$ cat src/rtl/shift_reg_hex_pkg.sv
// Shared definitions for the pushbutton-clocked shift register with hex display.
// Latency: none (constants, types and pure helper functions only).
// Backpressure: not applicable; nothing here holds state.
package shift_reg_hex_pkg;

  // Largest register width the board can display (six seven-segment digits).
  localparam int WIDTH_MAX = 6;

  // Operating mode, taken from SW[8:7].
  typedef enum logic [1:0] {
    MODE_HOLD = 2'b00,
    MODE_LOAD = 2'b01,
    MODE_SHL  = 2'b10,
    MODE_ROL  = 2'b11
  } mode_e;

  // Active-low segment patterns, bit order {g,f,e,d,c,b,a}.
  localparam logic [6:0] SEG_0     = 7'b1000000;
  localparam logic [6:0] SEG_1     = 7'b1111001;
  localparam logic [6:0] SEG_BLANK = 7'b1111111;

  // Shift counter ceiling; the counter sticks here instead of wrapping.
  localparam logic [2:0] CNT_MAX = 3'd7;

  // Saturating increment for the shift counter.
  function automatic logic [2:0] cnt_sat_inc(input logic [2:0] cnt);
    return (cnt == CNT_MAX) ? CNT_MAX : cnt + 3'd1;
  endfunction

endpackage

$ cat src/rtl/bit_to_seg.sv
// Decodes one register bit into an active-low seven-segment '0'/'1' glyph.
// Latency: purely combinational.
// Backpressure: none; the output follows the inputs continuously.
module bit_to_seg
  import shift_reg_hex_pkg::*;
(
  input  logic       bit_val,
  input  logic       shown,
  output logic [6:0] seg
);

  // Blank until the first clock edge after reset, then show the bit value.
  always_comb begin
    seg = SEG_BLANK;
    if (shown) begin
      seg = bit_val ? SEG_1 : SEG_0;
    end
  end

endmodule

$ cat src/rtl/shift_reg_hex.sv
// WIDTH-bit hold/load/shift/rotate register clocked by KEY[0], shown on LEDR and HEX.
// Latency: state updates on the KEY[0] rising edge; outputs are combinational from state.
// Backpressure: none; every rising edge performs exactly one operation.
module shift_reg_hex
  import shift_reg_hex_pkg::*;
#(
  parameter int WIDTH = 6
) (
  input  logic [1:0]         KEY,
  input  logic [9:0]         SW,
  output logic [9:0]         LEDR,
  output logic [7*WIDTH-1:0] HEX
);

  // Refuse to build outside the range the board's LEDs and digits can represent.
  if (WIDTH < 1 || WIDTH > WIDTH_MAX) begin : g_bad_width
    $error("shift_reg_hex: WIDTH must be in 1..6");
  end

  logic clk;
  logic rst_n;
  assign clk   = KEY[0];
  assign rst_n = KEY[1];

  // SW[6:WIDTH] exist on the board but carry no meaning for this register.
  logic sw_unused;
  assign sw_unused = ^SW[6:WIDTH];

  logic [WIDTH-1:0] data_q, data_d;
  logic [2:0]       cnt_q, cnt_d;
  logic             shown_q, shown_d;
  logic             shl_in;

  // Next-state selection by mode; the display un-blanks on any edge, even hold.
  always_comb begin
    data_d  = data_q;
    cnt_d   = cnt_q;
    shown_d = 1'b1;
    // Rotate feeds the MSB back in; shift takes the serial input pin.
    shl_in  = (mode_e'(SW[8:7]) == MODE_ROL) ? data_q[WIDTH-1] : SW[9];
    case (mode_e'(SW[8:7]))
      MODE_HOLD: begin
        data_d = data_q;
        cnt_d  = cnt_q;
      end
      MODE_LOAD: begin
        data_d = SW[WIDTH-1:0];
        cnt_d  = 3'd0;
      end
      MODE_SHL, MODE_ROL: begin
        // Concatenate then truncate so WIDTH=1 needs no special case:
        // the single bit simply becomes shl_in.
        data_d = WIDTH'({data_q, shl_in});
        cnt_d  = cnt_sat_inc(cnt_q);
      end
      default: begin
        data_d = data_q;
        cnt_d  = cnt_q;
      end
    endcase
  end

  // Register state on the pushbutton edge; a held reset overrides every edge.
  always_ff @(posedge clk or negedge rst_n) begin
    if (!rst_n) begin
      data_q  <= '0;
      cnt_q   <= 3'd0;
      shown_q <= 1'b0;
    end else begin
      data_q  <= data_d;
      cnt_q   <= cnt_d;
      shown_q <= shown_d;
    end
  end

  // LED map: serial-out on 9, counter on 8:6, register mirror on the low bits.
  always_comb begin
    LEDR            = '0;
    LEDR[9]         = data_q[WIDTH-1];
    LEDR[8:6]       = cnt_q;
    LEDR[WIDTH-1:0] = data_q;
  end

  // One decoder per digit; digit i shows register bit i.
  for (genvar i = 0; i < WIDTH; i++) begin : g_digit
    bit_to_seg u_bit_to_seg (
      .bit_val (data_q[i]),
      .shown   (shown_q),
      .seg     (HEX[7*i +: 7])
    );
  end

endmodule
$ cat config.mk
export PLATFORM = sky130hd
export DESIGN_NAME = shift_reg_hex
export DESIGN_NICKNAME = d
export VERILOG_FILES = /design/src/rtl/shift_reg_hex_pkg.sv /design/src/rtl/bit_to_seg.sv /design/src/rtl/shift_reg_hex.sv
export SDC_FILE = /design/constraint.sdc
export NUM_CORES = 1
export LEC_CHECK = 0
export CORE_MARGIN = 1.5
export CORE_UTILIZATION = 33
export CTS_CLUSTER_SIZE = 40
export DETAILED_ROUTE_END_ITERATION = 7
export PLACE_DENSITY = 0.8
export SLEW_MARGIN = 5
export SYNTH_ARGS = -nofsm -noshare
export SYNTH_HDL_FRONTEND = slang
export SYNTH_SLANG_ARGS = --single-unit
export TNS_END_PERCENT = 5
$ cat constraint.sdc
create_clock -name KEY -period 1.72 [get_ports KEY]
set_input_delay 0.344 -clock KEY [delete_from_list [all_inputs] [get_ports KEY]]
set_output_delay 0.344 -clock KEY [all_outputs]
set_load 0.1 [all_outputs]
==> results of run 1 <==
critical path, stage by stage, from the launching register on:
cell,delay (ns)
dfrtp_1,0.44
nand2b_1,0.40
buf_12,0.23
power by group:
| part | switching (mW) | leakage, nW | internal, mW |
|---|---|---|---|
| logic | 1.11 | 0.624 | 0.523 |
| clock network | 0.214 | 0.0489 | 0.364 |
| registers | 0.0802 | 0.122 | 0.249 |
layout make-up:
cell class                      count  area (um^2)  area share [%]
Clock inverter                      1        30.03           1.787
Clock buffer                        7        58.81           3.500
Sequential cell                    10        250.2           14.89
Inverter                            2        7.507          0.4468
Multi-Input combinational cell     38        252.7           15.04
Timing Repair Buffer               58         1046           62.25
Tap cell                           28        35.03           2.085
path summary, 6_finish.rpt:
check | slack (ns) | to | from
setup / recovery | 0.03 | HEX[12] | data_q[1]$_DFFE_PN0P_
min in group KEY | 0.61 | data_q[5]$_DFFE_PN0P_ | data_q[4]$_DFFE_PN0P_
hold / removal | -0.33 | cnt_q[1]$_DFFE_PN0P_ | KEY[1]
setup reg to reg | 0.57 | cnt_q[1]$_DFFE_PN0P_ | cnt_q[0]$_DFFE_PN0P_
hold reg to reg | 0.61 | data_q[5]$_DFFE_PN0P_ | data_q[4]$_DFFE_PN0P_
max in group asynchronous | 1.93 | data_q[3]$_DFFE_PN0P_ | KEY[1]
timing repair:
item / 4_1_cts / 5_1_grt
pin swaps: 0 / 0
buffers inserted: 0 / 0
endpoints found under the setup margin: 12 / 16
resized for setup: 1 / 0
through the flow:
stage / worst slack (ns) / total power, mW / cells / utilization [%]
4_1_cts: -0.01138 / 2.581 / 144 / 74.53
6_report: 0.02531 / 2.542 / 144 / 74.53
3_5_place_dp: 0.2010 / 1.966 / 136 / 70.48
2_1_floorplan: -0.2587 / 1.425 / 94 / -
5_1_grt: -0.04780 / 2.627 / 144 / 74.53
3_3_place_gp: 0.2366 / 1.934 / 136 / 70.48
routing by layer:
metal  global-route usage [%]  wire, um  up-vias
li1                         -         -      287
met1                    17.97       813      296
met2                    30.42      1131       54
met3                    7.143       269        4
met4                    14.53        18        0
met5                        0         0        -
flip-flops by register name, summed over array words and instances (netlist names):
name,cells
shown_q,1
cnt_q,3
data_q,6
kinds of logic (layout without fill, tap and decap cells):
logic type	Yosys count	in the layout	synth area share [%]
mux	8	8	11.46
other cells	1	7	0.4640
flops	10	10	30.96
buf+inv	46	68	41.18
fa+ha+maj	1	1	1.548
simple gates	13	13	8.514
compound gates	9	9	5.882
cells in the final DEF (no fill, tap or decap), drive strengths merged:
| master | instances |
|---|---|
| mux2i | 7 |
| clkbuf | 7 |
| mux4 | 1 |
| conb | 7 |
| a21oi | 1 |
| nand2b | 8 |
| o21ai | 7 |
| dfrtp | 10 |
| buf | 49 |
| a21boi | 1 |
| ha | 1 |
| inv | 2 |
| nand2 | 5 |
| clkdlybuf4s50 | 9 |
| bufinv | 1 |
==> metrics.md, run 1 <==
| Metric | Value |
|---|---|
| Status | finished with violations |
| Failing checks | negative hold slack |
| Pins Over Slew Limit | 0 |
| Count leader, synth | buf_4 |
| Clock skew | 0.003056 ns |
| Leakage power | 0.7955 nW |
| Post-CTS Hold Buffers | 0 |
| Die X-Extent | 52.49 um |
| Cell count after synthesis | 88 |
| CP Max Fanout | 4 |
| Crit end category | output pin |
| Layout area overhead | 107.9% |
| Die area | 0.002755 mm^2 |
| Max Fclk | 590.1 MHz |
| Synth Area per Inst | 9.185 um^2 |
| FP Rows | 17 |
| CTS tree | yes |
| Synth area leader | buf_4 |
| Max-cap viol count | 0 |
| Data required time of the worst path | 1.38 ns |
| Number of cells on the worst reg-to-reg path | 3 |
| Detailed-route via count | 641 |
| DRT iter0 DRCs | 6 |
| CP Launch Type | flop |
| Antenna cell count | 0 |
| WL/cell | 15.50 um |
| Final Critical Period | 1.695 ns |
| Fraction of layout cells with a size suffix above 1 | 51.72% |
| # setup viols final | 0 |
| Fill count | 143 |
| Core Footprint | 0.002255 mm^2 |
| Synth Cell Area | 808.3 um^2 |
| Antenna Nets Post-Route | 0 |
| Worst Path Arrival | 1.35 ns |
| PD cells | 1513 mW/mm^2 |
| Vias in the first global route | 734 |
| Peak VDD IR | 0.001094 V |
| Final #Nets | 129 |
| HP Class | clock port to async pin |
| Largest cells by area after synthesis | buf_4, dfrtp_1, mux2i_1 |
| First-pass GRT wire length | 3546 um |
| Synth top area share | 39.01% |
| Grt ovf | 0 |
| WL final | 2232 um |
| Initial antenna violation count | 0 |
| Total track usage | 18.35% |
| CP Class | flop to output pin |
| Die Ht | 52.49 um |
| RSZ-0062 raised after global routing | true |
| Io pins | 64 |
| Post-synth cell types | 13 |
| Most common library cells after synthesis | buf_4, dfrtp_1, nand2b_1 |
| Post-synth EDFFs | 0 |
| Setup_tns | 0 ns |
| Post-DR vias/cell | 4.451 |
| DRC | 0 |
| Synth warnings | 0 |
| Port bufs | 55 |
| Hpwl dp | 1779 um |
| Seq cells post-synth | 10 |
| Clock transition at path regs | 0.07 ns |
| Period utilization | 98.53% |
| Initial Utilization | 35.85% |
| Worst-Skew Late Latency | 0.27 ns |
| Final instance area | 0.001680 mm^2 |
| Largest net degree at the start of global routing | 14 |
| Routability cong. | 0.7303 |
| Placed instance area | 0.001589 mm^2 |
| 1st-pass router iterations | 4 |
| Synth Flop Type | dfrtp_1 |
| Endpoints failing hold | 10 |
| Register area share after synthesis | 30.96% |
| Async SR Flop Fraction | 100.0% |
| WHS | -0.3266 ns |
No activity file was read; power rests on OpenSTA's default activity.
==> inputs of run 2 (changes only) <==
Settings changed: SETUP_SLACK_MARGIN set to 0.3.
==> metrics.md, run 2 (same netlist as run 1, synthesis figures left out) <==
| Metric | Value |
|---|---|
| Final Critical Period | 1.610 ns |
| Data required time of the worst path | 1.38 ns |
| Io pins | 64 |
| Clock transition at path regs | 0.07 ns |
| Biggest register | data_q |
| # setup viols final | 0 |
| Initial antenna violation count | 0 |
| NetSw | 1.418 mW |
| Largest net degree at the start of global routing | 14 |
| Most used cell, CP | buf_16 |
| CP Launch Point | shown_q$_DFF_PN0_ |
| Commonest non-fill, non-tap cells in the layout | buf_12, clkdlybuf4s50_1, dfrtp_1 |
| Status | finished with violations |
| Period utilization | 93.59% |
| Pins Over Slew Limit | 0 |
| Hpwl dp | 1869 um |
| Die X-Extent | 52.49 um |
| Biggest regs | data_q: 6 flops, cnt_q: 3 flops, shown_q: 1 flops |
| DRT iter0 DRCs | 4 |
| Worst Path Buf+Inv | 3 |
| CP delay by family, top | buffers and inverters |
| Clock skew | 0.002596 ns |
| Number of cells on the worst reg-to-reg path | 3 |
| Commonest non-fill, non-tap cell in the layout | buf_12 |
| Design Power | 2.598 mW |
| Sequential power share | 12.9% |
| Post-DR vias/cell | 4.527 |
| Detailed-route via count | 679 |
| Leakage power | 0.8721 nW |
| Fraction of layout cells with a size suffix above 1 | 59.84% |
| Worst-Skew Late Latency | 0.27 ns |
| Fill count | 121 |
| CP Max Fanout | 6 |
| Int Power | 1.180 mW |
| Failing checks | negative hold slack |
| Die Ht | 52.49 um |
| Die area | 0.002755 mm^2 |
| Grt ovf | 0 |
| Crit-path cells | clkinvlp_4 > buf_16 > buf_16 |
| Endpoints failing hold | 10 |
| Combinational share of power | 65.1% |
| DRC | 0 |
| CP peak stage delay | 0.44 ns |
| Worst Path Arrival | 1.27 ns |
| Post-placement setup slack | 0.1339 ns |
| Antenna cell count | 0 |
| CTS tree | yes |
| Vias in the first global route | 812 |
| Largest register FFs | 6 |
| Total track usage | 22.55% |
| R2r setup slk | 0.57 ns |
| Layout area overhead | 127.2% |
| Worst R2R End | cnt_q[0]$_DFFE_PN0P_ |
| CP Class | flop to output pin |
| Final worst slack | 0.1102 ns |
| Crit end category | output pin |
| PD cells | 1414 mW/mm^2 |
| Critical-path top delay cell | dfrtp_2 |
| Clock network fraction of total power | 22.1% |
| Reg-to-Reg Start | cnt_q[0]$_DFFE_PN0P_ |
| WL/cell | 17.45 um |
| First-pass GRT wire length | 4202 um |
| FP Rows | 17 |
| Post-CTS Hold Buffers | 0 |
| Routability cong. | 0.7171 |
| Peak VDD IR | 0.001334 V |
| RSZ-0062 raised after global routing | true |
| WL final | 2617 um |
| Initial Utilization | 35.85% |
| 1st-pass router iterations | 2 |
| Max Fclk | 621.2 MHz |
| Setup crit end | HEX[15] |
| Antenna Nets Post-Route | 0 |
| Final #Nets | 135 |
| Port bufs | 55 |
| WHS | -0.3221 ns |
| CP Depth | 3 |
| HP Class | clock port to async pin |
| Switching share of total power | 54.58% |
| CP Launch Type | flop |
| Max-cap viol count | 0 |
| Core Footprint | 0.002255 mm^2 |
-- run 2: per-stage QoR --
| step | hold WS [ns] | setup TNS (ns) | cells | util [%] | area, um^2 |
|---|---|---|---|---|---|
| 4_1_cts | -0.3284 | 0 | 150 | 81.47 | 1837 |
| 3_5_place_dp | -0.2956 | 0 | 137 | 70.98 | 1600 |
| 2_1_floorplan | -0.2956 | -2.070 | 94 | - | 849.6 |
| 6_report | -0.3221 | 0 | 150 | 81.47 | 1837 |
| 3_3_place_gp | -0.2956 | 0 | 137 | 70.98 | 1600 |
| 5_1_grt | -0.3200 | 0 | 150 | 81.47 | 1837 |
-- run 2: cell type report --
type	count	area, um^2	share of cell area, %
repair buffers	64	1156	62.94
well taps	28	35.03	1.907
clock buffers	7	58.81	3.202
inverters	2	11.26	0.6131
clock inverters	1	30.03	1.635
flip-flops and latches	10	252.7	13.76
multi-input cells	38	292.8	15.94
-- run 2: worst min-delay path by stage --
stage / start / to / slack, ns / cells past startpoint
floorplan: KEY[1] / cnt_q[0]$_DFFE_PN0P_ / -0.30 / 0
global placement: KEY[1] / cnt_q[0]$_DFFE_PN0P_ / -0.30 / 0
detailed placement: KEY[1] / cnt_q[0]$_DFFE_PN0P_ / -0.30 / 0
CTS: KEY[1] / cnt_q[2]$_DFFE_PN0P_ / -0.33 / 2
global route: KEY[1] / data_q[1]$_DFFE_PN0P_ / -0.32 / 2
finish: KEY[1] / cnt_q[0]$_DFFE_PN0P_ / -0.32 / 2
-- run 2: power groups by stage --
| stage | Sequential (mW) | Combinational, mW | Clock (mW) |
|---|---|---|---|
| 2_1_floorplan | 0.446 | 0.984 | 0 |
| 3_3_place_gp | 0.331 | 1.61 | 0 |
| 3_5_place_dp | 0.336 | 1.63 | 0 |
| 4_1_cts | 0.332 | 1.69 | 0.588 |
| 5_1_grt | 0.339 | 1.73 | 0.627 |
| 6_report | 0.334 | 1.69 | 0.573 |
-- run 2: layer usage --
layer  routed length [um]  track usage [%]
met1                  934            22.08
met2                 1389            36.25
met3                  270            12.29
met4                   23            14.96
met5                    0                0
-- run 2: repair_timing --
action / 4_1_cts / 5_1_grt
cloned: 1 / 0
endpoints found under the setup margin: 36 / 36
setup buffers: 4 / 0
resized for setup: 18 / 0
